--- config.mk ---
export PLATFORM = sky130hd
export DESIGN_NAME = gtxe2_chnl_rx_align_ctrl
export DESIGN_NICKNAME = d
export VERILOG_FILES = /design/src/rtl/gtxe2_chnl_rx_align_ctrl.sv
export SDC_FILE = /design/constraint.sdc
export NUM_CORES = 1
export LEC_CHECK = 0
export CORE_UTILIZATION = 51
export DETAILED_ROUTE_END_ITERATION = 8
export PLACE_DENSITY = 0.92
export SETUP_SLACK_MARGIN = 0.02
export SLEW_MARGIN = 20
export SYNTH_ARGS = -nofsm -noshare
export SYNTH_HDL_FRONTEND = slang
export SYNTH_SLANG_ARGS = --single-unit
--- constraint.sdc ---
create_clock -name usrclk -period 4.9 [get_ports usrclk]
set_clock_uncertainty 0.2 [all_clocks]
set_input_delay 1.225 -clock usrclk [delete_from_list [all_inputs] [get_ports usrclk]]
set_output_delay 1.225 -clock usrclk [all_outputs]
set_load 0.005 [all_outputs]
--- src/rtl/gtxe2_chnl_rx_align_ctrl.sv ---
// gtxe2_chnl_rx_align_ctrl
// Word-alignment controller for the GTXE2 RX channel model, usrclk domain.
// Sits between the 8b/10b decoder and gtxe2_chnl_rx_dataiface. It tracks the
// dataiface slot each internal word will occupy. When a lane-0 comma would
// land outside slot 0 it pulses realign, registered together with that word.
// A HUNT/CHECK/LOCKED state machine qualifies alignment.
//
// Ports:
//   usrclk         clock, rising edge
//   reset          synchronous, active-high
//   enable         alignment enable (RXPCOMMAALIGNEN equivalent)
//   indata/inisk   decoded data and per-byte K flags
//   outdata/outisk indata/inisk delayed one cycle (to dataiface)
//   realign        slip request to dataiface, aligned with the comma on outdata
//   byteisaligned  high while LOCKED
//   byterealign    one-cycle pulse when realign is issued from LOCKED
//   commadet       lane-0 comma present on outdata
//   byte_misalign  sticky: comma seen only in a lane other than 0
//   realign_cnt    saturating count of realign pulses
//
// Optional: define GTXE2_CHNL_RX_ALIGN_DBG_EN to print state transitions,
// realign pulses and the first byte_misalign event. The synthesised logic is
// the same with or without it.

module gtxe2_chnl_rx_align_ctrl #(
  parameter int          internal_data_width  = 16,
  parameter int          internal_isk_width   = 2,
  parameter int          interface_data_width = 32,
  parameter logic [7:0]  comma_value          = 8'hBC,
  parameter int          lock_count           = 3,
  parameter int          loss_count           = 4
) (
  input  logic                            usrclk,
  input  logic                            reset,
  input  logic                            enable,
  input  logic [internal_data_width-1:0]  indata,
  input  logic [internal_isk_width-1:0]   inisk,
  output logic [internal_data_width-1:0]  outdata,
  output logic [internal_isk_width-1:0]   outisk,
  output logic                            realign,
  output logic                            byteisaligned,
  output logic                            byterealign,
  output logic                            commadet,
  output logic                            byte_misalign,
  output logic [7:0]                      realign_cnt
);

  localparam int         div       = interface_data_width / internal_data_width;
  // The one-cycle pipe puts the word after reset or after a realign in slot 1
  // of the dataiface word counter (slot 0 when div == 1).
  localparam logic [1:0] slot_rst  = 2'(1 % div);
  localparam logic [1:0] slot_last = 2'(div - 1);
  localparam logic [3:0] lock_lim  = 4'(lock_count);
  localparam logic [3:0] loss_lim  = 4'(loss_count);

  typedef enum logic [1:0] {IDLE, HUNT, CHECK, LOCKED} state_t;

  state_t     state;
  logic [1:0] slot;
  logic [3:0] good;
  logic [3:0] bad;

  // Per-lane comma detect
  logic [internal_isk_width-1:0] lane_comma;
  for (genvar b = 0; b < internal_isk_width; b++) begin : g_lane
    assign lane_comma[b] = inisk[b] & (indata[8*b +: 8] == comma_value);
  end

  logic comma0, comma_other, aligned, misaligned;
  assign comma0      = lane_comma[0];
  assign comma_other = |(lane_comma >> 1);
  assign aligned     = comma0 & (slot == 2'd0);
  assign misaligned  = comma0 & (slot != 2'd0);

  logic [3:0] good_inc, bad_inc;
  assign good_inc = good + 4'd1;
  assign bad_inc  = bad + 4'd1;

  // issue: slip request for the current word. loss: LOCKED gives up.
  // A low enable suppresses both, so a drop of enable never slips.
  logic issue, loss;
  always_comb begin
    issue = 1'b0;
    loss  = 1'b0;
    if (enable) begin
      case (state)
        HUNT, CHECK: issue = misaligned;
        LOCKED: begin
          if (misaligned && bad_inc == loss_lim) begin
            issue = 1'b1;
            loss  = 1'b1;
          end
        end
        default: ;
      endcase
    end
  end

  always_ff @(posedge usrclk) begin
    if (reset) begin
      state         <= IDLE;
      slot          <= slot_rst;
      good          <= '0;
      bad           <= '0;
      outdata       <= '0;
      outisk        <= '0;
      realign       <= 1'b0;
      byteisaligned <= 1'b0;
      byterealign   <= 1'b0;
      commadet      <= 1'b0;
      byte_misalign <= 1'b0;
      realign_cnt   <= '0;
    end else begin
      outdata     <= indata;
      outisk      <= inisk;
      realign     <= issue;
      byterealign <= loss;
      commadet    <= comma0;
      if (comma_other && !comma0)
        byte_misalign <= 1'b1;
      if (issue && realign_cnt != 8'hFF)
        realign_cnt <= realign_cnt + 8'd1;
      slot <= issue ? slot_rst : ((slot == slot_last) ? 2'd0 : slot + 2'd1);
      // Registered from the current state: rises one cycle after the locking
      // word is on outdata, but falls together with byterealign.
      byteisaligned <= enable && (state == LOCKED) && !loss;

      if (!enable) begin
        state <= IDLE;
        good  <= '0;
        bad   <= '0;
      end else begin
        case (state)
          IDLE: state <= HUNT;
          HUNT: begin
            if (comma0) begin
              good  <= 4'd1;
              bad   <= '0;
              state <= (lock_count == 1) ? LOCKED : CHECK;
            end
          end
          CHECK: begin
            if (aligned) begin
              good <= good_inc;
              // >= also covers re-entry from LOCKED with lock_count == 1
              if (good_inc >= lock_lim) begin
                state <= LOCKED;
                bad   <= '0;
              end
            end else if (misaligned) begin
              good <= 4'd1;
            end
          end
          LOCKED: begin
            if (aligned) begin
              bad <= '0;
            end else if (misaligned) begin
              if (loss) begin
                state <= CHECK;
                good  <= 4'd1;
              end else begin
                bad <= bad_inc;
              end
            end
          end
          default: state <= IDLE;
        endcase
      end
    end
  end

`ifdef GTXE2_CHNL_RX_ALIGN_DBG_EN
  // Simulation trace. Runs on the same edge as the block, so it reports the
  // previous edge's update (old state held in dbg_state).
  state_t dbg_state;
  logic   dbg_mis;
  always @(posedge usrclk) begin
    if (dbg_state != state)
      $display("%m @%0t: state %s -> %s slot=%0d", $time, dbg_state.name(), state.name(), slot);
    if (realign)
      $display("%m @%0t: realign state %s -> %s slot=%0d cnt=%0d", $time, dbg_state.name(),
               state.name(), slot, realign_cnt);
    if (byte_misalign && !dbg_mis)
      $display("%m @%0t: comma in non-zero lane, state %s slot=%0d", $time, state.name(), slot);
    dbg_state <= state;
    dbg_mis   <= byte_misalign;
  end
`else
  // No simulation trace in the default build.
`endif

endmodule
# After elaboration in Yosys (flattened, before gate mapping)

Cells that the tools add are included.
W data, S select, Z words.

Add/subtract/negate cells: 4
Equality and inequality tests: 17
Divide/modulo/power cells: 0
Order comparisons: 1
Multiply operators: 0
Reduce and logical (&&, ||, !) cells: 18
Bitwise operators: 5
Shifts and indexed selects: 0
Multiplexer cells: 27

Operators with widths:

| kind                  | number |
|---|---|
| $mux W4               | 12 |
| $pmux W4 S3           | 2 |
| $reduce_and A6 Y1     | 3 |
| $eq A8 B8 Y1 const B  | 2 |
| $mux W2               | 6 |
| $ne A2 B2 Y1 const B  | 6 |
| $ne A3 B3 Y1 const B  | 3 |
| $add A4 B1 Y4 const B | 2 |
| $add A8 B1 Y8 const B | 1 |
| $ne A8 B8 Y1 const B  | 1 |
| $pmux W2 S4           | 1 |
| $reduce_or A2 Y1      | 3 |
| $logic_and A1 B1 Y1   | 5 |
| $mux W1               | 5 |
| $and A1 B1 Y1         | 4 |
| $eq A2 B1 Y1 const B  | 2 |
| $eq A2 B2 Y1 const B  | 2 |
| $eq A4 B3 Y1 const B  | 1 |
| $ge A4 B2 Y1 const B  | 1 |
| $logic_not A2 Y1      | 2 |
| $reduce_bool A3 Y1    | 1 |
| $reduce_or A3 Y1      | 1 |
| $add A2 B1 Y2 const B | 1 |
| $logic_not A1 Y1      | 2 |
| 3 further kinds       | 3 |

Word-level logic and storage cells: 85
Output and inout port bits: 31
Bits in latches: 0
Register bits after elaboration: 43
ROM bits: 0
Bits of input ports: 21
Memories kept: 0
RAM bits: 0

# Depth between registers and ports, before layout

Depth after elaboration: 11
Mapped depth: 8
Depth with buffers taken out: 7

# Worst setup path after synthesis

OpenSTA, ideal clock, no wires.

Path kind: input -> register
From: in indata[6]
To: reg realign_cnt[5]
Path buffers: 1
Cell stages on the path: 6
Library setup time: 0.121 ns
Arrival: 2.663 ns
Setup slack: 1.916 ns
Data required time: 4.579 ns
Cells stage by stage: nand4b_4 > nand2b_1 > or4b_1 > buf_2 > nor3_1 > mux2_2

Word-level cells in the longest chain between the ends: 8

Ends and longest elaborated chain:

| element                | line | text |
|---|---|---|
| start: declaration     | 36   | `input logic [internal_data_width-1:0] indata,` |
| $eq A8 B8 Y1 *         | 66   | `assign lane_comma[b] = inisk[b] & (indata[8*b +: 8] == comma_value);` |
| $and A1 B1 Y1 *        | 66   |  |
| $and A1 B1 Y1 *        | 73   | `assign misaligned = comma0 & (slot != 2'd0);` |
| $logic_and A1 B1 Y1    | 89   | `if (misaligned && bad_inc == loss_lim) begin` |
| $mux W1                | 89   |  |
| $pmux W1 S2 *          | 86   | `case (state)` |
| $mux W1 *              | 85   | `if (enable) begin` |
| $logic_and A1 B1 Y1 *  | 121  | `if (issue && realign_cnt != 8'hFF)` |
| end signal: assignment | 122  | `realign_cnt <= realign_cnt + 8'd1;` |
| end: declaration       | 45   | `output logic [7:0] realign_cnt` |

Every way passes the cells marked *; elsewhere a longest branch is shown, timed or not.
A chain may end at the register's enable or synchronous reset.

# Final worst setup path

From: in indata[3]
To: reg realign_cnt[7]

Same word-level chain as after synthesis.

==> qor.csv <==
metric;value;unit
CP max stage delay;660;ps
hold slack final;256;ps
count of final setup violators;0;
fmax;0.297;GHz
HPWL Detailed;2880;microns
largest family of logic cells by synthesized area;simple AND/OR/NAND/NOR gates;
worst IR drop on VDD;0.159;mV
WP data arrival;3350;ps
gr ovfl total;0;
CTS tree;built;
Hold Fails Final Rpt;0;
Slew HR;46.8;%
FF-to-FF setup slack;2250;ps
status;finished, final reports clean;
Compound-Gate Fraction of Synth Area;10.8;%
DRT antenna net count;0;
largest net degree at the start of global routing;21;
CTS HTree Levels;2;
die area;0.00392;sq mm
ant diodes;0;
clock sinks;43;
period utilization;68.6;%
WL per Instance;13.6;microns
vias in the first global route;1561;
Worst Hold Depth;1;
critical path required time;4890;ps
warning count from the yosys run;0;
Initial DRC Count;76;
vias per inst;5.37;
ys flop type;dfxtp_1;
CP max FO;8;
async set-reset flop share out of synthesis;0;%
R2R cell count;7;
Cell Chain, Critical Path;clkdlybuf4s50_1 > nand4b_4 > nand2b_1 > or4b_1 > nor3_1 > mux2_2;
global-route wire length before repair;7100;microns
initial antenna violation count;0;
Worst Hold Path EP;bad[3];
Initial Util;54.5;%
Synth Area per Inst;9.47;sq um
worst r2r dst;realign_cnt[7];
Final Cell Area;0.00256;sq mm
EDFF count, synth;0;
clock-pin slew on the worst setup and hold paths;80;ps
post-synthesis mux area share;2.27;%
chip height;62.6;microns
die width;62.6;microns
leakage power;0.953;nW
gr usage total;23.2;%
Startpoint Class;input pin;
Worst Tran Pin Value;788;ps
RSZ-0062 raised after global routing;false;
WL final;4050;microns
Min Clock Period, post-route;3360;ps
cts hold-fix bufs;0;
First-pass DRT Iterations;4;
Post-CTS Setup Repair Bufs;0;
Remaining DRCs;0;
hold_sp;bad[3];
Power Density;300;mW/mm^2
Slowest-stage cell, CP;or4b_1;
Post-Syn Nets;229;
GP Congestion;0.885;
max-cap viol count;0;
Cells after Synth;198;
Worst-Skew Late Latency;290;ps
CTS Buf Count;5;
fin nets;281;
Port Buffers;51;
XOR/XNOR Fraction of Synth Area;1.40;%
Cell Rows;21;
min-delay worst type;flop to flop;
critical path type;input pin to flop;
post-synthesis adder-cell area fraction;6.67;%
Cell variety after synth;39;
Crit. End Element;flop;
root buffer cell;clkbuf_8;
simple-gate portion of the synthesized area;29.9;%
setup TNS;0;ps
Synth Register Bits;43;
reg-to-reg startpoint;state[0];
sequential-to-total area share from yosys stat;45.9;%
P&R area growth vs syn;36.5;%
Resized Gates After CTS;0;
Longest Clk Path Bufs;2;
Core Box Area;0.00344;sq mm
mapped cell area;0.00188;sq mm
fin. max-slew vios;0;
share of cells above drive strength 1;5.98;%
routed via count;1596;
Placed Area;0.00242;sq mm
IO Pins;52;
## worst max-delay path: cells and delay by family
| kind | cells | cell delay, ps |
|---|---|---|
| AND/OR/NAND/NOR | 4 | 1240 |
| buffers and inverters | 1 | 530 |
| multiplexers | 1 | 360 |
## through the flow
| stage | worst slack (ps) | cells | utilization [%] | total power [W] |
|---|---|---|---|---|
| final | 1540 | 297 | 74.4 | 0.000768 |
| after global routing | 1370 | 297 | 74.4 | 0.000800 |
| after CTS | 1540 | 297 | 74.4 | 0.000770 |
| after detailed placement | 1290 | 289 | 70.4 | 0.000452 |
| after global placement | 1320 | 289 | 70.4 | 0.000450 |
| after floorplan | 1920 | 198 | - | 0.000409 |
## cell type report
type | count | area, sq um
Multi-Input combinational cell | 140 | 957
Fill cell | 229 | 882
Sequential cell | 43 | 861
Timing Repair Buffer | 52 | 518
Clock buffer | 5 | 68.8
Clock inverter | 3 | 67.6
Tap cell | 46 | 57.6
Inverter | 8 | 30.0
## cell families after synthesis
| logic type | Yosys count |
|---|---|
| xor gates and xnor gates | 3 |
| DFF | 43 |
| muxes | 4 |
| and+or+nand+nor | 90 |
| buffers and inverters | 15 |
| AOI/OAI and AO/OA | 33 |
| adders and majority gates | 10 |
## cell usage after synthesis (all sizes together), types with 6 or more instances
cell type	n	share of area [%]
nand3	7	1.9
a21oi	11	2.9
clkbuf	6	1.2
dfxtp	43	46
inv	8	1.6
o21ai	11	2.9
nor3	8	2.4
nor2	16	3.2
or3	6	2.0
ha	10	6.7
nand2	6	1.2
nor2b	25	8.3
## per-layer routing
layer | wire [microns] | track usage [%] | vias to the layer above
met1 | 1850 | 28.9 | 725
met5 | 0 | 0 | -
met4 | 87 | 11.0 | 0
met3 | 219 | 4.74 | 10
li1 | - | - | 802
met2 | 1900 | 38.2 | 59
## sequential cells by signal, indices dropped and copies added (netlist names)
| signal | count |
|---|---|
| realign_cnt | 8 |
| state | 2 |
| bad | 4 |
| outisk | 2 |
| byterealign | 1 |
| slot | 2 |
| outdata | 16 |
| byteisaligned | 1 |
| good | 4 |
| byte_misalign | 1 |
| realign | 1 |
| commadet | 1 |
## placed cells by master (no fill, tap or decap), drive strengths merged, types with 3 or more instances in the layout
master and count:
nor2 16, inv 8, clkbuf 5, nand3 7, ha 10, a21oi 11
dfxtp 43, and2 4, nor3 8, clkdlybuf4s50 51, nand2b 3, or3 6
nand2 6, or4b 3, nor2b 25, o21ai 11
## worst max path at each step
stage	endpoint	depth (start not counted)	start	slack (ps)
floorplan	realign_cnt[5]	6	indata[6]	1920
global placement	realign_cnt[5]	6	enable	1320
detailed placement	realign_cnt[5]	6	indata[3]	1290
CTS	realign_cnt[7]	6	indata[3]	1540
global route	bad[2]	6	indata[7]	1370
finish	realign_cnt[7]	6	indata[3]	1540
## power by group
part,internal [W],switching (W),total [W]
combinational,0.0000453,0.0000349,0.0000802
clock,0.000203,0.000120,0.000323
sequential,0.000360,0.00000415,0.000364
total,0.000608,0.000159,0.000768
Power figures use the tool's default switching activity.
